[config.mk]
export PLATFORM = sky130hd
export DESIGN_NAME = fcpu_cdb_arbiter
export DESIGN_NICKNAME = d
export VERILOG_FILES = /design/src/rtl/fcpu_pkg.sv /design/src/rtl/fcpu_cdb_fifo2.sv /design/src/rtl/fcpu_cdb_arbiter.sv
export SDC_FILE = /design/constraint.sdc
export NUM_CORES = 1
export LEC_CHECK = 0
export ABC_AREA = 1
export CELL_PAD_IN_SITES_DETAIL_PLACEMENT = 1
export CELL_PAD_IN_SITES_GLOBAL_PLACEMENT = 1
export CORE_UTILIZATION = 37
export DETAILED_ROUTE_END_ITERATION = 8
export GPL_TIMING_DRIVEN = 1
export PLACE_DENSITY = 0.87
export SLEW_MARGIN = 5
export SYNTH_ARGS = -nofsm -noshare
export SYNTH_HDL_FRONTEND = slang
export SYNTH_SLANG_ARGS = --single-unit
[constraint.sdc]
create_clock -name clk -period 2 [get_ports clk]
set_clock_uncertainty 0.15 [all_clocks]
set_input_delay 0.2 -clock clk [delete_from_list [all_inputs] [get_ports clk]]
set_output_delay 0.2 -clock clk [all_outputs]
set_load 0.005 [all_outputs]
[src/rtl/fcpu_pkg.sv]
// Shared types and constants for the fcpu result path.
//   RSV_ID_W    - reservation-station tag width
//   DATA_W      - result data width
//   N_CDB_SRC_W - log2 of the number of CDB result sources
//   cdb_t       - one CDB result: {tag, data}
//   CDB_W       - packed width of cdb_t
package fcpu_pkg;

    localparam int RSV_ID_W    = 5;
    localparam int DATA_W      = 32;
    localparam int N_CDB_SRC_W = 2;

    typedef struct packed {
        logic [RSV_ID_W-1:0] tag;
        logic [DATA_W-1:0]   data;
    } cdb_t;

    localparam int CDB_W = $bits(cdb_t);

endpackage

[src/rtl/fcpu_cdb_fifo2.sv]
// Two-entry FIFO of CDB results for a single source.
// Ports:
//   clk, rst_n - clock, asynchronous active-low reset
//   flush      - synchronous clear of all entries (wins over push/pop)
//   push, din  - write one entry (ignored when full)
//   pop        - remove the head entry (ignored when empty)
//   head       - oldest entry, valid while count != 0
//   count      - number of stored entries (0..2)
// Storage is a two-slot shift structure: slot0 is always the head, so a pop
// moves slot1 down and the read side needs no pointer.
module fcpu_cdb_fifo2
    import fcpu_pkg::*;
(
    input  logic       clk,
    input  logic       rst_n,
    input  logic       flush,
    input  logic       push,
    input  logic       pop,
    input  cdb_t       din,
    output cdb_t       head,
    output logic [1:0] count
);

    cdb_t slot0;
    cdb_t slot1;
    logic push_ok;
    logic pop_ok;

    // A full FIFO refuses a push even when it is popped in the same cycle.
    assign push_ok = push && (count != 2'd2);
    assign pop_ok  = pop && (count != 2'd0);
    assign head    = slot0;

    always_ff @(posedge clk or negedge rst_n) begin
        if (!rst_n) begin
            count <= 2'd0;
            slot0 <= '0;
            slot1 <= '0;
        end else if (flush) begin
            count <= 2'd0;
        end else begin
            case ({push_ok, pop_ok})
                2'b10: begin
                    if (count == 2'd0) slot0 <= din;
                    else               slot1 <= din;
                    count <= count + 2'd1;
                end
                2'b01: begin
                    slot0 <= slot1;
                    count <= count - 2'd1;
                end
                2'b11: begin
                    // Count is 1 here (push_ok excludes 2, pop_ok excludes 0).
                    slot0 <= din;
                end
                default: begin
                end
            endcase
        end
    end

endmodule

[src/rtl/fcpu_cdb_arbiter.sv]
// Common-data-bus transmitter. Buffers completed results from N_SRC
// functional units (two entries each) and broadcasts one result per cycle,
// choosing among non-empty buffers round-robin.
// Ports:
//   clk, rst_n - clock, asynchronous active-low reset
//   flush      - discard every buffered and outgoing result
//   src_valid  - per-source result valid          [N_SRC]
//   src_ready  - per-source buffer has space      [N_SRC]
//   src_tag    - per-source tag, source 0 in LSBs [N_SRC*RSV_ID_W]
//   src_data   - per-source data, source 0 in LSBs[N_SRC*DATA_W]
//   cdb_valid  - broadcast valid (exactly one cycle per result)
//   cdb_tag    - broadcast tag
//   cdb_data   - broadcast data
//   cdb_src    - index of the source that produced the broadcast
// Handshake: a source result transfers on a rising edge where
// src_valid[i] && src_ready[i]; the source holds tag/data stable until then.
// The CDB side has no backpressure.
module fcpu_cdb_arbiter #(
    parameter int N_SRC_W  = fcpu_pkg::N_CDB_SRC_W,
    parameter int RSV_ID_W = fcpu_pkg::RSV_ID_W,
    parameter int DATA_W   = fcpu_pkg::DATA_W
) (
    input  logic                       clk,
    input  logic                       rst_n,
    input  logic                       flush,
    input  logic [(1<<N_SRC_W)-1:0]    src_valid,
    output logic [(1<<N_SRC_W)-1:0]    src_ready,
    input  logic [(1<<N_SRC_W)*RSV_ID_W-1:0] src_tag,
    input  logic [(1<<N_SRC_W)*DATA_W-1:0]   src_data,
    output logic                       cdb_valid,
    output logic [RSV_ID_W-1:0]        cdb_tag,
    output logic [DATA_W-1:0]          cdb_data,
    output logic [N_SRC_W-1:0]         cdb_src
);

    localparam int N_SRC = 1 << N_SRC_W;

    fcpu_pkg::cdb_t       head [N_SRC];
    logic [1:0]           count [N_SRC];
    logic [N_SRC-1:0]     push;
    logic [N_SRC-1:0]     pop;
    logic                 ready_en;
    logic [N_SRC_W-1:0]   rr;
    logic                 grant_valid;
    logic [N_SRC_W-1:0]   grant_idx;
    fcpu_pkg::cdb_t       grant_head;

    // ready_en keeps every buffer closed while reset is held and opens
    // them on the first edge after release.
    for (genvar i = 0; i < N_SRC; i++) begin : g_src
        fcpu_pkg::cdb_t din;

        assign din.tag      = src_tag[i*RSV_ID_W +: RSV_ID_W];
        assign din.data     = src_data[i*DATA_W +: DATA_W];
        assign src_ready[i] = ready_en && (count[i] != 2'd2);
        assign push[i]      = src_valid[i] && src_ready[i];
        assign pop[i]       = grant_valid && (grant_idx == N_SRC_W'(i));

        fcpu_cdb_fifo2 u_fifo (
            .clk   (clk),
            .rst_n (rst_n),
            .flush (flush),
            .push  (push[i]),
            .pop   (pop[i]),
            .din   (din),
            .head  (head[i]),
            .count (count[i])
        );
    end

    // Round-robin search starting at rr. Scanning offsets from high to low
    // lets the smallest offset with a non-empty buffer overwrite the rest.
    always_comb begin
        grant_valid = 1'b0;
        grant_idx   = '0;
        for (int off = N_SRC - 1; off >= 0; off--) begin
            logic [N_SRC_W-1:0] cand;
            cand = rr + N_SRC_W'(off);
            if (count[cand] != 2'd0) begin
                grant_valid = 1'b1;
                grant_idx   = cand;
            end
        end
    end

    assign grant_head = head[grant_idx];

    always_ff @(posedge clk or negedge rst_n) begin
        if (!rst_n) begin
            ready_en  <= 1'b0;
            rr        <= '0;
            cdb_valid <= 1'b0;
            cdb_tag   <= '0;
            cdb_data  <= '0;
            cdb_src   <= '0;
        end else begin
            ready_en <= 1'b1;
            if (flush) begin
                // The grant of this cycle is dropped and rr stays put.
                cdb_valid <= 1'b0;
            end else if (grant_valid) begin
                cdb_valid <= 1'b1;
                cdb_tag   <= grant_head.tag;
                cdb_data  <= grant_head.data;
                cdb_src   <= grant_idx;
                rr        <= grant_idx + 1'b1;
            end else begin
                cdb_valid <= 1'b0;
            end
        end
    end

endmodule

# ---- After elaboration in Yosys (flattened, before gate mapping)
# Cells that the tools add are included.
dict set report op_classes {
  addsub 12
  n_lt_le_gt_ge 5
  n_eq_ne 23
  muxes 41
  n_bitwise 10
  n_reduce_logical 50
}
# op n
set op_table {}
lappend op_table {{37-bit case mux with 3 select lines} 4}
lappend op_table {{37-bit 2-to-1 mux} 6}
lappend op_table {{37-bit binary-select mux with 2-bit select} 1}
lappend op_table {{2-bit 2-to-1 mux} 16}
lappend op_table {{3-bit AND reduction} 8}
lappend op_table {{3-bit nonzero test} 8}
lappend op_table {{2-bit equality test (second input constant)} 10}
lappend op_table {{1-bit logical AND} 20}
lappend op_table {{2-bit binary-select mux with 2-bit select} 4}
lappend op_table {{2-bit case mux with 2 select lines} 4}
lappend op_table {{2-bit nonzero test} 8}
lappend op_table {{3-bit >= comparator (second input constant)} 5}
lappend op_table {{2-bit NOT with 3-bit output} 5}
lappend op_table {{2-bit by 1-bit adder with 2-bit output (second input constant)} 6}
lappend op_table {{2-bit by 1-bit equality test with 1-bit output (second input constant)} 5}
lappend op_table {{2-bit zero test} 5}
lappend op_table {{2-bit by 1-bit != test with 1-bit output (second input constant)} 4}
lappend op_table {{2-bit != test (second input constant)} 4}
lappend op_table {{2-bit by 1-bit subtractor with 2-bit output (second input constant)} 4}
lappend op_table {{1-bit 2-to-1 mux} 6}
lappend op_table {{1-bit NOT} 5}
lappend op_table {{2-bit adder (second input constant)} 2}
lappend op_table {{2-bit AND reduction} 1}
dict set report word_totals {
  ff_bits 347
  inputBits 155
  output_inout_bits 44
  wordCells 167
}

# ---- Depth between registers and ports, before layout
# Gate-level depths: netlist of run 1.
dict set report logic_depth {
  ltp_word 16
  mapped_depth 19
  depth_no_buf 16
}

# ---- Cells and area by module
# Synthesis of run 1 repeated with hierarchy kept, for this count alone.
dict set report unflattened {
  cells_unflattened 2502
  hier_area_um2 18177.4
}
# mod instances cells_per_inst area_each_um2 seq_area_each_um2
set by_module_without_submodules {}
lappend by_module_without_submodules {fcpu_cdb_fifo2 4 467 3657.3 1901.8}
lappend by_module_without_submodules {fcpu_cdb_arbiter 1 634 3548.4 1076.0}

# ---- Worst setup path after synthesis of run 1
# Ideal clock, no wire load.
dict set report synth_path {
  path_kind {register to register}
  startpoint {register rr[0]}
  endpoint {register g_src[2].u_fifo.slot0, in the netlist g_src[2].u_fifo.head[14]}
  setup_time_ps 116
  arrival_ps 1876
  required_time_ps 1734
  path_slack_ps -142
  stages_incl_launch_ff 20
  path_buffers 3
  period_less_slack_ps 2142
  path_cell_list {dfrtp_1 inv_2 buf_6 nand2_1 nand2_1 nor2_1 nor2_1 nand2_1 nand2_1 nand2_1 nand2_1 nand2_2 nor2_2 nand2_2 buf_6 buf_4 nand2_1 o21ai_0 nand2_1 nand2_1}
}
dict set report synth_between {
  elab_chain_len 16
  elab_cells_between_ends 41
  classes_between {3 x add/sub; 5 x eq/ne; 21 x mux; 4 x bitwise; 8 x reduce/logical}
}
# element line_no
set synth_rtl {}
lappend synth_rtl {{start: declaration} fcpu_cdb_arbiter.sv:43} ;# logic [N_SRC_W-1:0] rr;
lappend synth_rtl {{start signal: assignment} fcpu_cdb_arbiter.sv:106} ;# rr <= grant_idx + 1'b1;
lappend synth_rtl {{2-bit adder} fcpu_cdb_arbiter.sv:78} ;# cand = rr + N_SRC_W'(off);
lappend synth_rtl {{2-bit NOT with 3-bit output (not written as such)} fcpu_cdb_arbiter.sv:79} ;# if (count[cand] != 2'd0) begin
lappend synth_rtl {{2-bit binary-select mux with 2-bit select} fcpu_cdb_arbiter.sv:79}
lappend synth_rtl {{2-bit 2-to-1 mux (not written as such) (2 in a row)} fcpu_cdb_arbiter.sv:79}
lappend synth_rtl {{2-bit nonzero test} fcpu_cdb_arbiter.sv:79}
lappend synth_rtl {{2-bit 2-to-1 mux (4 in a row)} fcpu_cdb_arbiter.sv:79}
lappend synth_rtl {{2-bit equality test} fcpu_cdb_arbiter.sv:57} ;# assign pop[i] = grant_valid && (grant_idx == N_SRC_W'(i));
lappend synth_rtl {{1-bit logical AND *} fcpu_cdb_arbiter.sv:57}
lappend synth_rtl {{1-bit logical AND *} fcpu_cdb_fifo2.sv:31} ;# assign pop_ok = pop && (count != 2'd0);
lappend synth_rtl {{2-bit equality test or 2-bit by 1-bit equality test with 1-bit output (tied branches)} fcpu_cdb_fifo2.sv:42} ;# case ({push_ok, pop_ok})
lappend synth_rtl {{2-bit by 1-bit != test with 1-bit output (no line) or 3-bit nonzero test (tied branches)} n/a}
lappend synth_rtl {{3-bit AND reduction (no line)} n/a}
lappend synth_rtl {{end signal: assignment} fcpu_cdb_fifo2.sv:44} ;# if (count == 2'd0) slot0 <= din;
lappend synth_rtl {{end signal: assignment} fcpu_cdb_fifo2.sv:49} ;# slot0 <= slot1;
lappend synth_rtl {{end signal: assignment} fcpu_cdb_fifo2.sv:54} ;# slot0 <= din;
lappend synth_rtl {{end: declaration} fcpu_cdb_fifo2.sv:24} ;# cdb_t slot0;
# Mark *: on every way between the ends. The rest lies on a longest branch, timed or not. The select of a mux whose other input is x is not followed.
# A chain may end at the register's enable or synchronous reset.

# ---- Worst setup path in the final report of run 1
dict set report layout_path {
  startpoint {register rr[0]}
  endpoint {register g_src[3].u_fifo.slot0, in the netlist g_src[3].u_fifo.head[20]}
}
dict set report layout_between {
  elab_chain_len 16
  elab_cells_between_ends 41
  classes_between {3 x add/sub; 5 x eq/ne; 21 x mux; 4 x bitwise; 8 x reduce/logical}
}
# element line_no
set layout_rtl {}
lappend layout_rtl {{2-bit adder} fcpu_cdb_arbiter.sv:78}
lappend layout_rtl {{2-bit NOT with 3-bit output (not written as such)} fcpu_cdb_arbiter.sv:79}
lappend layout_rtl {{2-bit binary-select mux with 2-bit select} fcpu_cdb_arbiter.sv:79}
lappend layout_rtl {{2-bit 2-to-1 mux (not written as such) (2 in a row)} fcpu_cdb_arbiter.sv:79}
lappend layout_rtl {{2-bit nonzero test} fcpu_cdb_arbiter.sv:79}
lappend layout_rtl {{2-bit 2-to-1 mux (4 in a row)} fcpu_cdb_arbiter.sv:79}
lappend layout_rtl {{2-bit equality test} fcpu_cdb_arbiter.sv:57}
lappend layout_rtl {{1-bit logical AND *} fcpu_cdb_arbiter.sv:57}
lappend layout_rtl {{1-bit logical AND *} fcpu_cdb_fifo2.sv:31}
lappend layout_rtl {{2-bit equality test or 2-bit by 1-bit equality test with 1-bit output (tied branches)} fcpu_cdb_fifo2.sv:42}
lappend layout_rtl {{2-bit by 1-bit != test with 1-bit output (no line) or 3-bit nonzero test (tied branches)} n/a}
lappend layout_rtl {{3-bit AND reduction (no line)} n/a}
lappend layout_rtl {{end signal: assignment} fcpu_cdb_fifo2.sv:44}
lappend layout_rtl {{end signal: assignment} fcpu_cdb_fifo2.sv:49}
lappend layout_rtl {{end signal: assignment} fcpu_cdb_fifo2.sv:54}
lappend layout_rtl {{end: declaration} fcpu_cdb_fifo2.sv:24}
# Marks and branches as above.

==> reports/metrics.csv, run 1 <==
metric;value;unit
status;complete, but fails checks;
violations;negative setup slack;
globalRouteTotalUtil;27.4;%
utilization;53.3;%
ys_seq_area_share;53.6;%
grt_overflow_total;0;
synth_cell_types;29;
io-pin-count;199;
finalNonFillerCells;2999;
dpl_cell_area;19600;sq um
clock.fmax;0.375;GHz
numCtsBuffers;39;
p_leak;11.4;nW
fin_setup_tns;-163.35;ns
power.internal;0.0262;W
p_switching;0.0216;W
h-tree-depth;2;
hpwl;39400;um
start_util;37.6;%
multi_input_area;6900;sq um
period_share;133;%
rr_endpoint;g_src[3].u_fifo.head[20]$_DFFE_PN0P_;
drv_slew;0;
synth_top_family_by_area;simple AND/OR/NAND/NOR gates;
synth_top_area_cell;dfrtp_1;
finalCriticalPeriod;2.67;ns
finalInstanceArea;23000;sq um
drt_pass1_iterations;5;
rsz0062_at_grt;true;
vias;15800;
viasPerCell;5.28;
holdCritPathClass;input pin to async pin;
p_comb_share;58.6;%
post-place-cells;2857;
ys_ff_latch;347;
regArea;8690;sq um
ys_warn_count;0;
path_max_fanout;7;
cp_slowest_cell;dfrtp_2;
die_h;211;um
required;2.30;ns
startpoint_type;register;
cp-end-kind;register;
die_area;44600;sq um
path_clk_slew;0.06;ns
cp_top_family;simple AND/OR/NAND/NOR gates;
wirelength;65500;um
cp_cell_sequence;inv_4, buf_6, nand2_1, nand2_2, nand2_1, nand2_1, nor2_2, nor2_1, nand2_1, nand2_4, buf_6, nand2_8, a21oi_4, buf_6, clkbuf_16, o21ai_2, o21ai_1;
p_sw_share;45.2;%
path_buf_inv;5;
crit_cells;17;
gp_congestion;0.938;
antenna_found_initial;1;
synth.mux.area_fraction;0;%
fin_ws;-0.669;ns
grt_pass1_wl;94000;um
r2r_cells;17;
cts_tree;done;
yosys.area_share.xor_xnor;0.216;%
antenna_left;0;
die_x;211;um
nFillCells;4988;
setup_viol;350;
critPathArrivalTime;2.97;ns
hold_violations;0;
cts-root-buf;clkbuf_16;
insertion_delay;0.55;ns
synth.cell_area;16200;sq um
netlist.area_leader.share;53.6;%
pwr-share-clk;14.9;%
numClockSinks;347;
area_growth;41.9;%
drive_above_1_share;19.1;%
synth_fa_ha_area_share;0;%
max_stage_delay;0.45;ns
synth_compound_area_share;12.2;%
r2r_start;rr[0]$_DFFE_PN0P_;
netlist_instances;2071;
sequentialPowerShare;26.5;%
syn_area_per_cell;7.82;sq um
cap_violations;0;
grt_max_degree;64;
grt_pass1_vias;17000;
drcViolationCount;0;
powerDensity;2080;nW/um^2
rows;76;
syn-num-nets;2226;
port_buffers;198;
n_antenna_cell;0;
peakVddDrop;1.62;mV
nets;2544;
worst_pin_slew;0.525;ns
regToRegSetupSlack;-0.67;ns
worstSetupPathType;register to register;
coreArea;43100;sq um
cp_common_cell;nand2_1;
cts_buffer_depth;3;
synth_simple_gate_area_share;25.3;%
max_slew_margin;65.0;%
synth_area_leaders;dfrtp_1, nand2_1, o21ai_1;
drtIter0Drc;1269;
routedWlPerCell;21.9;um
-- sequential cells by signal (all words and copies together) (netlist names) --
signal and count:
cdb_tag 5, rr 2, ready_en 1, cdb_data 32
g_src.u_fifo.head 148, cdb_valid 1, g_src.u_fifo.slot1 148, cdb_src 2
g_src.u_fifo.count 8
-- logic make-up (layout without fill, tap and decap cells) --
family                 count (synthesis)  count (layout)
AND/OR/NAND/NOR                     1039            1039
XOR/XNOR                               4               4
other                                  1               1
flip-flops                           347             347
AO/OA/AOI/OAI                        385             385
buffers and inverters                295             638
-- routing by layer --
metal  global-route usage [%]  part of all wire, %
met2                     50.1                   52
met4                     9.90                  3.7
met3                     3.60                  5.0
met5                        0                0.024
met1                     32.6                   39
-- how the worst max path moves through the flow --
stage,slack [ns],start,endpoint
6_report,-0.67,rr[0]$_DFFE_PN0P_,g_src[3].u_fifo.head[20]$_DFFE_PN0P_
4_1_cts,-0.45,rr[0]$_DFFE_PN0P_,cdb_data[8]$_DFFE_PN0P_
5_1_grt,-0.78,rr[0]$_DFFE_PN0P_,g_src[3].u_fifo.head[20]$_DFFE_PN0P_
3_3_place_gp,-0.57,rr[0]$_DFFE_PN0P_,g_src[0].u_fifo.head[10]$_DFFE_PN0P_
3_5_place_dp,-0.60,rr[0]$_DFFE_PN0P_,g_src[1].u_fifo.head[33]$_DFFE_PN0P_
2_1_floorplan,-0.13,rr[0]$_DFFE_PN0P_,g_src[3].u_fifo.head[11]$_DFFE_PN0P_
-- cells in the mapped netlist --
cell type	instances
nor3_1	2
nor2_2	3
buf_1	5
o21bai_1	1
buf_2	34
xor2_1	2
nand3_1	8
nor2_1	168
o21ai_0	90
a21oi_1	79
a21oi_2	4
clkinv_1	2
dfrtp_1	347
nand2_1	801
inv_2	13
nand2_4	3
buf_4	43
clkbuf_1	25
nand2_2	5
o21ai_1	209
buf_6	12
nand4_1	45
xnor2_1	2
inv_1	161
a21oi_4	2
nand3_2	2
nor2_4	1
conb_1	1
nand4_2	1
-- placed cells by master (no fill, tap or decap), drive strengths merged --
| cell | synthesis | layout |
|---|---|---|
| inv | 174 | 174 |
| clkdlybuf4s50 | 0 | 197 |
| dlygate4sd3 | 0 | 1 |
| nand2 | 809 | 809 |
| bufbuf | 0 | 1 |
| clkinv | 2 | 10 |
| a21oi | 85 | 85 |
| bufinv | 0 | 2 |
| nand4 | 46 | 46 |
| buf | 94 | 179 |
| nor3 | 2 | 2 |
| conb | 1 | 1 |
| o21bai | 1 | 1 |
| xor2 | 2 | 2 |
| clkbuf | 25 | 72 |
| clkinvlp | 0 | 2 |
| nand3 | 10 | 10 |
| o21ai | 299 | 299 |
| dfrtp | 347 | 347 |
| xnor2 | 2 | 2 |
| nor2 | 172 | 172 |
-- power groups by stage --
stage               Combinational (W)  Sequential (W)  Clock, W
floorplan                      0.0134          0.0116         0
global placement               0.0202          0.0123         0
detailed placement             0.0212          0.0124         0
CTS                            0.0245          0.0124   0.00713
global route                   0.0302          0.0129   0.00746
finish                         0.0280          0.0127   0.00714
-- repair_timing --
item | in CTS | in global routing
setup endpoints to repair | 350 | 350
hold endpoints to repair | 325 | 0
gates cloned | 15 | 21
hold buffers | 1 | 0
pin swaps | 17 | 34
buffers inserted | 24 | 18
resized for setup | 142 | 198
-- stage by stage --
step	power [W]	setup slack (ns)	hold slack, ns
global route	0.0506	-0.781	0.0965
floorplan	0.0250	-0.127	-0.246
detailed placement	0.0336	-0.597	0.0322
finish	0.0479	-0.669	0.0600
global placement	0.0325	-0.567	0.0323
CTS	0.0440	-0.451	0.0671
-- cell type report --
type,instances,share of cell area [%]
Sequential cell,347,37.8
Multi-Input combinational cell,1429,30.0
Timing Repair Buffer,396,20.7
Clock buffer,54,4.77
Tap cell,585,3.19
Inverter,176,2.95
Clock inverter,12,0.518
Note: power is estimated with default switching activity, not from simulation.
==> run 2: changes to the inputs <==
- CORE_MARGIN: unset -> 5
==> run 2 against run 1 <==
  * The run still ends with negative setup slack left
  * Sequential cell count did not move
  * Fmax shrank 6.3%
  * Worst hold slack got worse by 0.034 ns
  * Critical path depth decreased by 1
  * Final cell count up 1.7%
  * First-iteration DRC count rose by 45%
  * Via count rose by 12%
  * Setup slack got worse by 0.18 ns
  * Combinational power rose by 26%
  * Clock-buffer cell count grew 4
  * Global-route usage rose by 0.24 points
  * Critical path type unchanged
  * Highest routed layer is now met4
==> reports/metrics.csv, run 2 (synthesis gave the netlist of run 1 again) <==
metric;value;unit
cp_cell_sequence;inv_1, nand2_1, nand2_1, nand2_2, nand2_2, nand2_2, a21oi_2, nand2_1, nand2_2, buf_6, nand3_4, a21oi_4, buf_12, buf_12, nand2_1, nand2_1;
place_ws;-0.567;ns
utilization;58.4;%
finalNonFillerCells;3051;
antenna_found_initial;2;
gp_congestion;0.896;
rows;76;
antenna_left;0;
cts-root-buf;clkbuf_16;
path_clk_slew;0.06;ns
wirelength;86300;um
violations;negative setup slack;
grt_pass1_wl;103000;um
die_area;48000;sq um
holdCritPathClass;input pin to async pin;
routedWlPerCell;28.3;um
finalInstanceArea;25200;sq um
finalCriticalPeriod;2.85;ns
period_share;142;%
setup_viol;350;
cp-end-kind;register;
grt_overflow_total;0;
status;complete, but fails checks;
drive_above_1_share;28.0;%
cp_slowest_cell;dfrtp_1;
die_x;219;um
numCtsBuffers;39;
drv_slew;0;
h-tree-depth;2;
drcViolationCount;0;
critPathArrivalTime;3.18;ns
required;2.33;ns
p_leak;12.3;nW
cp_top_family;simple AND/OR/NAND/NOR gates;
powerDensity;2230;nW/um^2
numClockSinks;347;
coreArea;43200;sq um
io-pin-count;199;
port_buffers;198;
cap_violations;0;
rsz0062_at_grt;true;
final_common_cell;nand2_1;
clock.fmax;0.351;GHz
grt_max_degree;64;
start_util;37.5;%
total_power;0.0562;W
max_stage_delay;0.40;ns
final_cell_mix;nand2_1, dfrtp_1, o21ai_1;
vias;17800;
post-place-cells;2840;
peakVddDrop;1.35;mV
globalRouteTotalUtil;27.6;%
die_h;219;um
hold_violations;0;
hpwl;40000;um
path_buf_inv;4;
viasPerCell;5.82;
area_growth;55.7;%
cp_common_cell;nand2_1;
fin_ws;-0.849;ns
cts_tree;done;
insertion_delay;0.56;ns
dpl_cell_area;19400;sq um
grt_pass1_vias;18000;
drtIter0Drc;1840;
drt_pass1_iterations;5;
startpoint_type;register;
cts_buffer_depth;3;
path_max_fanout;7;
nets;2592;
worstSetupPathType;register to register;
run 2: cell types whose count changed in the layout (fill, tap and decap cells not counted), sizes merged:
cell	delta
bufbuf	-1
buf	+22
clkinvlp	-2
diode	+2
clkbuf	+31
clkinv	+2
inv	-2
run 2: final timing paths:
kind,slack (ns),endpoint,cells after the start,start
max,-0.85,g_src[0].u_fifo.head[21]$_DFFE_PN0P_,16,g_src[1].u_fifo.count[1]$_DFFE_PN0P_
min,0.03,g_src[0].u_fifo.head[5]$_DFFE_PN0P_,2,rst_n
max reg2reg,-0.85,g_src[0].u_fifo.head[21]$_DFFE_PN0P_,16,g_src[1].u_fifo.count[1]$_DFFE_PN0P_
min reg2reg,0.35,g_src[2].u_fifo.head[36]$_DFFE_PN0P_,2,g_src[2].u_fifo.head[36]$_DFFE_PN0P_
max in group asynchronous,0.93,g_src[0].u_fifo.slot1[12]$_DFFE_PN0P_,3,rst_n
min in group clk,0.09,g_src[3].u_fifo.slot1[36]$_DFFE_PN0P_,3,src_tag[19]
run 2: stage by stage:
| step | hold slack [ns] | setup TNS [ns] |
|---|---|---|
| 6_report | 0.0264 | -245.13 |
| 5_1_grt | 0.0565 | -259.72 |
| 4_1_cts | 0.0317 | -147.99 |
| 3_5_place_dp | -0.00219 | -160.34 |
| 3_3_place_gp | -0.00624 | -125.47 |
| 2_1_floorplan | -0.246 | -26.79 |
run 2: repair_timing:
item,4_1_cts,5_1_grt
resized for setup,220,395
gates cloned,31,58
pin swaps,28,99
setup endpoints to repair,349,350
hold buffers,1,0
hold endpoints to repair,347,0
setup buffers,42,22
run 2: power by group:
| group | switching (W) | internal [W] | leakage (nW) |
|---|---|---|---|
| Combinational | 0.0207 | 0.0148 | 7.45 |
| Clock | 0.00324 | 0.00443 | 0.657 |
| Sequential | 0.00276 | 0.0103 | 4.20 |
run 2: per-layer routing:
layer,wire length [um],GRT usage [%],vias to the layer above
li1,-,-,7284
met1,31300,33.1,8924
met2,42100,49.0,1134
met3,6820,4.19,428
met4,6130,12.4,0
met5,0,0,-
run 2: area by class of cell:
type,instances,area [sq um]
inverters,176,716
clock buffers,58,1210
well taps,585,732
flip-flops and latches,347,8690
diodes,2,5.00
fillers,4847,18000
repair buffers,444,6040
clock inverters,10,100
multi-input cells,1429,7710
